[config.mk]
export PLATFORM = sky130hd
export DESIGN_NAME = cache_lookup_responder
export DESIGN_NICKNAME = d
export VERILOG_FILES = /design/src/rtl/cache_pkg.sv /design/src/rtl/cache_way_array.sv /design/src/rtl/cache_lookup_responder.sv
export SDC_FILE = /design/constraint.sdc
export NUM_CORES = 2
export LEC_CHECK = 0
export CAP_MARGIN = 20
export CORE_ASPECT_RATIO = 1.4
export CORE_UTILIZATION = 50
export CTS_BUF_LIST = sky130_fd_sc_hd__clkbuf_4
export DETAILED_ROUTE_END_ITERATION = 10
export GPL_ROUTABILITY_DRIVEN = 1
export PLACE_DENSITY_LB_ADDON = 0.1
export SLEW_MARGIN = 20
export SYNTH_ARGS = -nofsm -noshare
export SYNTH_HDL_FRONTEND = slang
export SYNTH_SLANG_ARGS = --single-unit
[constraint.sdc]
create_clock -name clk -period 23.8 [get_ports clk]
set_clock_uncertainty 0.1 [all_clocks]
set_input_delay 7.14 -clock clk [delete_from_list [all_inputs] [get_ports clk]]
set_output_delay 7.14 -clock clk [all_outputs]
set_load 0.02 [all_outputs]
[src/rtl/cache_pkg.sv]
// Shared geometry, line payload type and address-split helpers for the
// 2-way lookup responder.
package cache_pkg;

    localparam int unsigned ADDR_W   = 32;
    localparam int unsigned OFFSET_W = 5;
    localparam int unsigned INDEX_W  = 6;
    localparam int unsigned TAG_W    = ADDR_W - INDEX_W - OFFSET_W;
    localparam int unsigned SETS     = 32'd1 << INDEX_W;

    typedef struct packed {
        logic             valid;
        logic [TAG_W-1:0] tag;
    } line_t;

    function automatic logic [TAG_W-1:0] get_tag(input logic [ADDR_W-1:0] addr);
        return addr[ADDR_W-1 -: TAG_W];
    endfunction

    function automatic logic [INDEX_W-1:0] get_index(input logic [ADDR_W-1:0] addr);
        return addr[OFFSET_W +: INDEX_W];
    endfunction

endpackage

[src/rtl/cache_way_array.sv]
// One way of the tag store: async read, sync write, single-edge clear of all
// valid bits.
module cache_way_array #(
    parameter int unsigned TAG_W   = cache_pkg::TAG_W,
    parameter int unsigned INDEX_W = cache_pkg::INDEX_W
) (
    input  logic               clk,
    input  logic               rst_n,
    input  logic               clear,
    input  logic [INDEX_W-1:0] rd_index,
    output logic               rd_valid,
    output logic [TAG_W-1:0]   rd_tag,
    input  logic               wr_en,
    input  logic [INDEX_W-1:0] wr_index,
    input  logic [TAG_W-1:0]   wr_tag
);

    localparam int unsigned SETS = 32'd1 << INDEX_W;

    logic [SETS-1:0]  valid_q;
    logic [TAG_W-1:0] tag_q [SETS];

    assign rd_valid = valid_q[rd_index];
    assign rd_tag   = tag_q[rd_index];

    always_ff @(posedge clk) begin
        if (!rst_n) begin
            valid_q <= '0;
        end else if (clear) begin
            valid_q <= '0;
        end else if (wr_en) begin
            valid_q[wr_index] <= 1'b1;
        end
    end

    // Tags need no reset: a line is only ever read through its valid bit.
    always_ff @(posedge clk) begin
        if (wr_en) begin
            tag_q[wr_index] <= wr_tag;
        end
    end

endmodule

[src/rtl/cache_lookup_responder.sv]
// 2-way set-associative tag store with LRU that answers the trace player's
// search cycles and keeps saturating reference/miss counters.
module cache_lookup_responder #(
    parameter int unsigned ADDR_W   = cache_pkg::ADDR_W,
    parameter int unsigned OFFSET_W = cache_pkg::OFFSET_W,
    parameter int unsigned INDEX_W  = cache_pkg::INDEX_W,
    parameter int unsigned CNT_W    = 32
) (
    input  logic              clk,
    input  logic              rst_n,
    input  logic [ADDR_W-1:0] addr_in,
    input  logic              state,
    input  logic              flush,
    output logic              hit,
    output logic [CNT_W-1:0]  ref_count,
    output logic [CNT_W-1:0]  miss_count
);

    localparam int unsigned TAG_W = ADDR_W - INDEX_W - OFFSET_W;
    localparam int unsigned SETS  = 32'd1 << INDEX_W;

    logic [INDEX_W-1:0] index;
    logic [TAG_W-1:0]   tag;
    logic               unused_offset;

    assign index         = addr_in[OFFSET_W +: INDEX_W];
    assign tag           = addr_in[ADDR_W-1 -: TAG_W];
    assign unused_offset = ^addr_in[OFFSET_W-1:0];

    logic               valid0, valid1;
    logic [TAG_W-1:0]   tag0, tag1;
    logic               match0, match1, any_match;
    logic               lookup;
    logic               victim;
    logic               alloc;
    logic [SETS-1:0]    lru_q;
    logic [CNT_W-1:0]   ref_q, miss_q;

    assign match0    = valid0 && (tag0 == tag);
    assign match1    = valid1 && (tag1 == tag);
    assign any_match = match0 || match1;
    assign lookup    = state && rst_n;
    assign hit       = lookup && any_match;

    // First invalid way wins; with both valid, the LRU bit names the victim.
    always_comb begin
        victim = 1'b0;
        if (!valid0) begin
            victim = 1'b0;
        end else if (!valid1) begin
            victim = 1'b1;
        end else begin
            victim = lru_q[index];
        end
    end

    assign alloc = lookup && !flush && !any_match;

    cache_way_array #(.TAG_W(TAG_W), .INDEX_W(INDEX_W)) u_way0 (
        .clk      (clk),
        .rst_n    (rst_n),
        .clear    (flush),
        .rd_index (index),
        .rd_valid (valid0),
        .rd_tag   (tag0),
        .wr_en    (alloc && !victim),
        .wr_index (index),
        .wr_tag   (tag)
    );

    cache_way_array #(.TAG_W(TAG_W), .INDEX_W(INDEX_W)) u_way1 (
        .clk      (clk),
        .rst_n    (rst_n),
        .clear    (flush),
        .rd_index (index),
        .rd_valid (valid1),
        .rd_tag   (tag1),
        .wr_en    (alloc && victim),
        .wr_index (index),
        .wr_tag   (tag)
    );

    // LRU bit holds the way to evict next.
    always_ff @(posedge clk) begin
        if (!rst_n) begin
            lru_q <= '0;
        end else if (flush) begin
            lru_q <= '0;
        end else if (state) begin
            if (any_match) begin
                lru_q[index] <= match0;
            end else begin
                lru_q[index] <= !victim;
            end
        end
    end

    always_ff @(posedge clk) begin
        if (!rst_n) begin
            ref_q  <= '0;
            miss_q <= '0;
        end else if (state) begin
            if (ref_q != '1) begin
                ref_q <= ref_q + CNT_W'(1);
            end
            if (!any_match && (miss_q != '1)) begin
                miss_q <= miss_q + CNT_W'(1);
            end
        end
    end

    assign ref_count  = ref_q;
    assign miss_count = miss_q;

endmodule

=== Yosys cells after proc, flatten, opt, wreduce, memory -nomap -nowiden ===
Memories as Yosys holds them, arrays and structs flattened.
Cells that the tools add are included.
Widths: inputs -> output; s select.

* $add $sub $neg: 2
* Order comparisons: 2
* Eq/ne operators: 4
* Muxes and demuxes: 17
* Bitwise operators: 3
* Reduce and logical (&&, ||, !) cells: 17

{| class="wikitable"
|+ Operators with widths
! cell !! number
|-
| $bwmux 64 || 2
|-
| $or 64x64->64 || 2
|-
| $add 32x1->32 const B || 2
|-
| $mux 64 || 1
|-
| $ne 32x32->1 const B || 2
|-
| $eq 21x21->1 || 2
|-
| $bmux 1 s6 || 3
|-
| $logic_and 1x1->1 || 10
|-
| $mux 1 || 10
|-
| $lt 6x7->1 const B || 1
|-
| $demux 1 s6 || 1
|-
| $ge 6x1->1 const B || 1
|-
| $reduce_and 2->1 || 2
|-
| $logic_not 1->1 || 3
|-
| $reduce_or 2->1 || 1
|-
| $logic_or 1x1->1 || 1
|-
| $not 1->1 || 1
|}

* Bits in registers: 256
* Memory bits (writable): 2688
* Bits of input ports: 36
* Output and inout port bits: 65
* Logic and storage cells: 52
* Memories kept: 2

{| class="wikitable"
|+ Memories
! memory !! depth !! width !! rd ports !! clocked after Yosys merged registers in !! wr ports !! line !! source
|-
| u_way0.tag_q || 64 || 21 || 1 || 0 || 1 || cache_way_array.sv:21 || <nowiki>logic [TAG_W-1:0] tag_q [SETS];</nowiki>
|-
| u_way1.tag_q || 64 || 21 || 1 || 0 || 1 || cache_way_array.sv:21 ||
|}

=== Longest topological paths before layout ===
* Depth in word-level cells: 9
* Gate-level depth with buffers: 22
* Mapped depth without buffers: 12

=== By module ===
From an unflattened synthesis, not the netlist that was laid out.

* Cell total of the unflattened synthesis: 5728
* Area total of the unflattened synthesis: 114396.0 um^2

{| class="wikitable"
|+ By module, submodules not included
! module !! instances !! cells an instance !! area each (um^2) !! seq. area each (um^2)
|-
| cache_way_array at u_way0 || 1 || 2450 || 53711.5 || 41639.9
|-
| cache_way_array at u_way1 || 1 || 2449 || 53710.3 || 41639.9
|-
| cache_lookup_responder || 1 || 829 || 6974.2 || 2562.5
|}

=== Worst setup path before layout ===
No wires, ideal clock.

* Path type: input to output
* Start point: input addr_in[6]
* End point: output hit
* Arrival: 10.600 ns
* Data required time: 16.560 ns
* Setup slack: 5.960 ns
* Stages: 16
* Buffers on the path: 6
* Path through: buf_4 > buf_6 > buf_2 > buf_4 > buf_4 > buf_4 > mux2i_1 > o22ai_1 > a221o_1 > nand2_1 > nand4_1 > xor2_1 > or4_1 > or4_1 > or2_4 > a21oi_1

* Longest elaborated chain between the ends: 5
* Elaborated cells on any way between the ends: 12
* Those cells by class: eq/ne: 2; mux: 4; reduce/logical: 4; memory: 2

{| class="wikitable"
|+ RTL lines
! element !! line !! source
|-
| from (decl) || cache_lookup_responder.sv:11 || <nowiki>input logic [ADDR_W-1:0] addr_in,</nowiki>
|-
| $mem_v2 64x21 / $bmux 1 s6 (equally long branches) || -- ||
|-
| $eq 21x21->1, or another cell as far along || cache_lookup_responder.sv:39 || <nowiki>assign match0 = valid0 && (tag0 == tag);</nowiki>
|-
| $logic_and 1x1->1 (on tied branches) || cache_lookup_responder.sv:39, cache_lookup_responder.sv:40 ||
|-
| $logic_or 1x1->1 (*) || cache_lookup_responder.sv:41 || <nowiki>assign any_match = match0 || match1;</nowiki>
|-
| $logic_and 1x1->1 (*) || cache_lookup_responder.sv:43 || <nowiki>assign hit = lookup && any_match;</nowiki>
|-
| to (decl) || cache_lookup_responder.sv:14 || <nowiki>output logic hit,</nowiki>
|}

Every way passes the cells marked *; elsewhere a longest branch is shown, timed or not. The select of a mux whose other input is x is not followed.

=== Worst setup path in the final report ===
* Start point: input addr_in[7]
* End point: output hit

The elaborated chain is that of the path after synthesis.

==> metrics.md <==
| Metric | Value |
|---|---|
| Run status | finished, final reports clean |
| CP Data Required Time | 16560 ps |
| Max Clk Rate | 0.0477 GHz |
| Mapped Area | 116000 um2 |
| Largest net degree at the start of global routing | 95 |
| Clock sink count | roughly 3000 |
| Number of synthesized register bits | 2944 |
| FFs w/ async S/R, synth | 0% |
| WS Path Type | in2out |
| Int Pwr | between 7 and 8 mW |
| Vias | around 73000 |
| Worst-Skew Late Latency | 1460 ps |
| Vias in the first global route | 71135 |
| Worst Setup SP | addr_in[7] |
| Leak | approximately 43 nW |
| Critical Path AT | ~14000 ps |
| NetSw | 2.48 mW |
| Overall die height | 571 um |
| Metal2 WL | about 190 mm |
| Met1 Wirelength | 144 mm |
| Hold-fix buffers, CTS | 0 |
| CTS root buffer | clkbuf_4 |
| Post-synthesis instance total | between 6000 and 7000 |
| Fin. Hold Viols | 0 |
| Reg2reg end | u_way0.valid_q[0] |
| Vias per cell | 6.66 |
| Comb pwr share | 6.3% |
| Crit path time final | 20950 ps |
| H-tree depth | 6 |
| Cts repair resizes | 0 |
| Residual DRC count | 0 |
| DIE AREA | 233000 um2 |
| Gr ovfl total | 0 |
| Pre-CTS setup slack | 2990 ps |
| First-pass GRT wire length | ~550 mm |
| Clk pwr share | slightly below 40% |
| IO Pins | between 100 and 150 |
| Area after DPL | 121000 um2 |
| RSZ-0062 raised after global routing | no |
| Setup crit end | hit |
| R2r worst-path depth | 14 |
| Final instance area | 130000 um2 |
| Leading area contributor after synthesis | edfxtp_1 |
| Wire length on met3 | about 36 mm |
| Crit end category | output pin |
| Part of the Yosys area used for sequential elements | 74.2% |
| Num CTS Buffers | 700 |
| DP Wirelength | 230 mm |
| Drt wl/cell | 36.6 um |
| Max VDD drop | 0.0000474 V |
| Number of routed nets with antenna violations | 0 |
| Buffer count from post-CTS setup fixing | 0 |
| Pins Over Slew Limit | 0 |
| Yosys Warn Count | 0 |
| Area grow syn2layout | 12.3% |
| Least-Margin Pin Slew | approximately 1200 ps |
| Switching share of total power | about a quarter |
| P per Cell Area | 79.6 nW/um2 |
| Relative slew margins | 19.0% |
| Placeable Area | 230000 um2 |
| Final WL | 401 mm |
| Uppermost layer routed | met5 |
| Worst-path clk slew | 70 ps |
| Total power | 10.3 mW |
| Max clock buf depth | 4 |
| GRT Util Overall | ~34% |
| Final WS setup | about 2900 ps |
| CP Launch Type | input pin |
| Nets | 7452 |
| CTS tree | yes |
| Worst r2r src | u_way1.tag_q[5][2] |
| Initial antenna violation count | 22 |
| Commonest non-fill, non-tap cell in the layout | edfxtp_1 |
| First drt pass iteration count | 10 |
| Layout cells sized above 1 | between 20% and 30% |
| Worst Hold Class | reg2reg |
| Max-Cap Viols | 0 |
| Initial DRC count | slightly above 9000 |
| Syn Nets | 6869 |
| Most frequent cells in the layout | edfxtp_1, clkbuf_4, mux2i_1 |
| I/O Buffers | 95 |
| Share of power burned in registers | 54.5% |
| Fin Setup TNS | 0 ps |
| Post-synth EDFFs | 2688 |
| Main synth FF type | edfxtp_1 |
| Top cell type's share of synthesized area | a little over two thirds |
| Syn Area/Cell | 16.9 um2 |
| Reg2Reg Setup Slack | about 17000 ps |
| RePlAce Congestion | 0.953 |
| Initial Util | 50.4% |
| Cell variety after synth | 78 |
| Die X-Extent | ~410 um |
| FP Rows | 208 |
| Synth area leaders | edfxtp_1, dfxtp_1, mux2i_1 |
| Final period utilization | 88.0% |
| Crit Path Max Fanout | 57 |
| Final setup viols | 0 |
==> critical path: stages <==
cell and delay (ps):
buf_8 530, buf_4 660, and2_4 580, buf_4 910, a221oi_1 180, nor3_1 930
nor4_1 390, nand4_1 200, nand4b_1 110, nor4_1 360, nand4_1 360, buf_4 300
a21oi_1 140, clkdlybuf4s50_1 650
==> metal layers <==
layer  vias up  global-route usage, %
met5         -                      0
met4         2                   24.3
met3       977                   6.24
met2      4387                   53.7
met1     37819                   41.8
li1      29781                      -
==> synthesized netlist by cell type, drive strengths merged (21+ instances only) <==
cell type / count
o31ai: 32
a221oi: 318
o21ai: 125
edfxtp: 2688
a21oi: 155
a221o: 73
mux2i: 424
xor2: 35
nor2: 149
clkbuf: 242
dfxtp: 256
nand3: 78
a211oi: 48
nand3b: 29
buf: 298
o22a: 76
nor3b: 29
and3: 22
a31oi: 83
nor3: 48
nand4: 36
mux2: 226
o22ai: 174
mux4: 133
a21o: 103
nand2b: 31
nor4: 59
a311oi: 37
or4: 26
nor4b: 30
nand2: 201
a22oi: 255
o221ai: 21
a22o: 50
or3b: 26
==> power groups by stage <==
stage / Sequential (mW) / Clock, mW / Combinational [mW]
2_1_floorplan: 5.76 / 0 / 0.305
5_1_grt: 5.64 / 4.36 / 0.664
3_5_place_dp: 5.76 / 0 / 0.641
6_report: 5.64 / 4.05 / 0.655
4_1_cts: 5.64 / 4.11 / 0.642
3_3_place_gp: 5.75 / 0 / 0.634
==> worst min-delay path by stage <==
stage                                  start                  to  cells after the start
final                     u_way1.valid_q[26]  u_way1.valid_q[26]                      1
after global routing       u_way1.valid_q[8]   u_way1.valid_q[8]                      1
after CTS                 u_way1.valid_q[26]  u_way1.valid_q[26]                      1
after detailed placement  u_way1.valid_q[26]  u_way1.valid_q[26]                      1
after global placement    u_way0.valid_q[32]  u_way0.valid_q[32]                      1
after floorplan           u_way1.valid_q[46]  u_way1.valid_q[46]                      1
==> per-stage QoR <==
step           utilization, %  instances  hold slack (ps)
3_3_place_gp             52.8       9757              325
6_report                 56.6      10959              347
2_1_floorplan               -       6831              318
5_1_grt                  56.6      10951              368
4_1_cts                  56.6      10949              349
3_5_place_dp             52.8       9757              333
==> logic make-up after synthesis <==
family / count (synthesis) / synth area share, %
flops: 2944 / 74.2
fa+ha+maj: 2 / 0.0216
compound gates: 1654 / 10.7
buf+inv: 557 / 2.30
simple gates: 837 / 3.94
xor+xnor: 54 / 0.409
mux: 783 / 8.46
==> cell type report <==
cell class | count | area [um2]
multi-input combinational | 3330 | 28000
clock inverter | 183 | 1070
sequential | 2944 | 85800
tap | 3045 | 3810
timing repair buffer | 421 | 3530
antenna | 10 | 25.0
clock buffer | 1009 | 7570
fill | 18383 | 99600
inverter | 17 | 81.3
==> flip-flops by register name, indices dropped and copies added (netlist names) <==
register,flops
u_way0.tag_q,1344
u_way1.tag_q,1344
lru_q,64
u_way0.valid_q,64
u_way1.valid_q,64
miss_count,32
ref_count,32
Power figures use the tool's default switching activity.
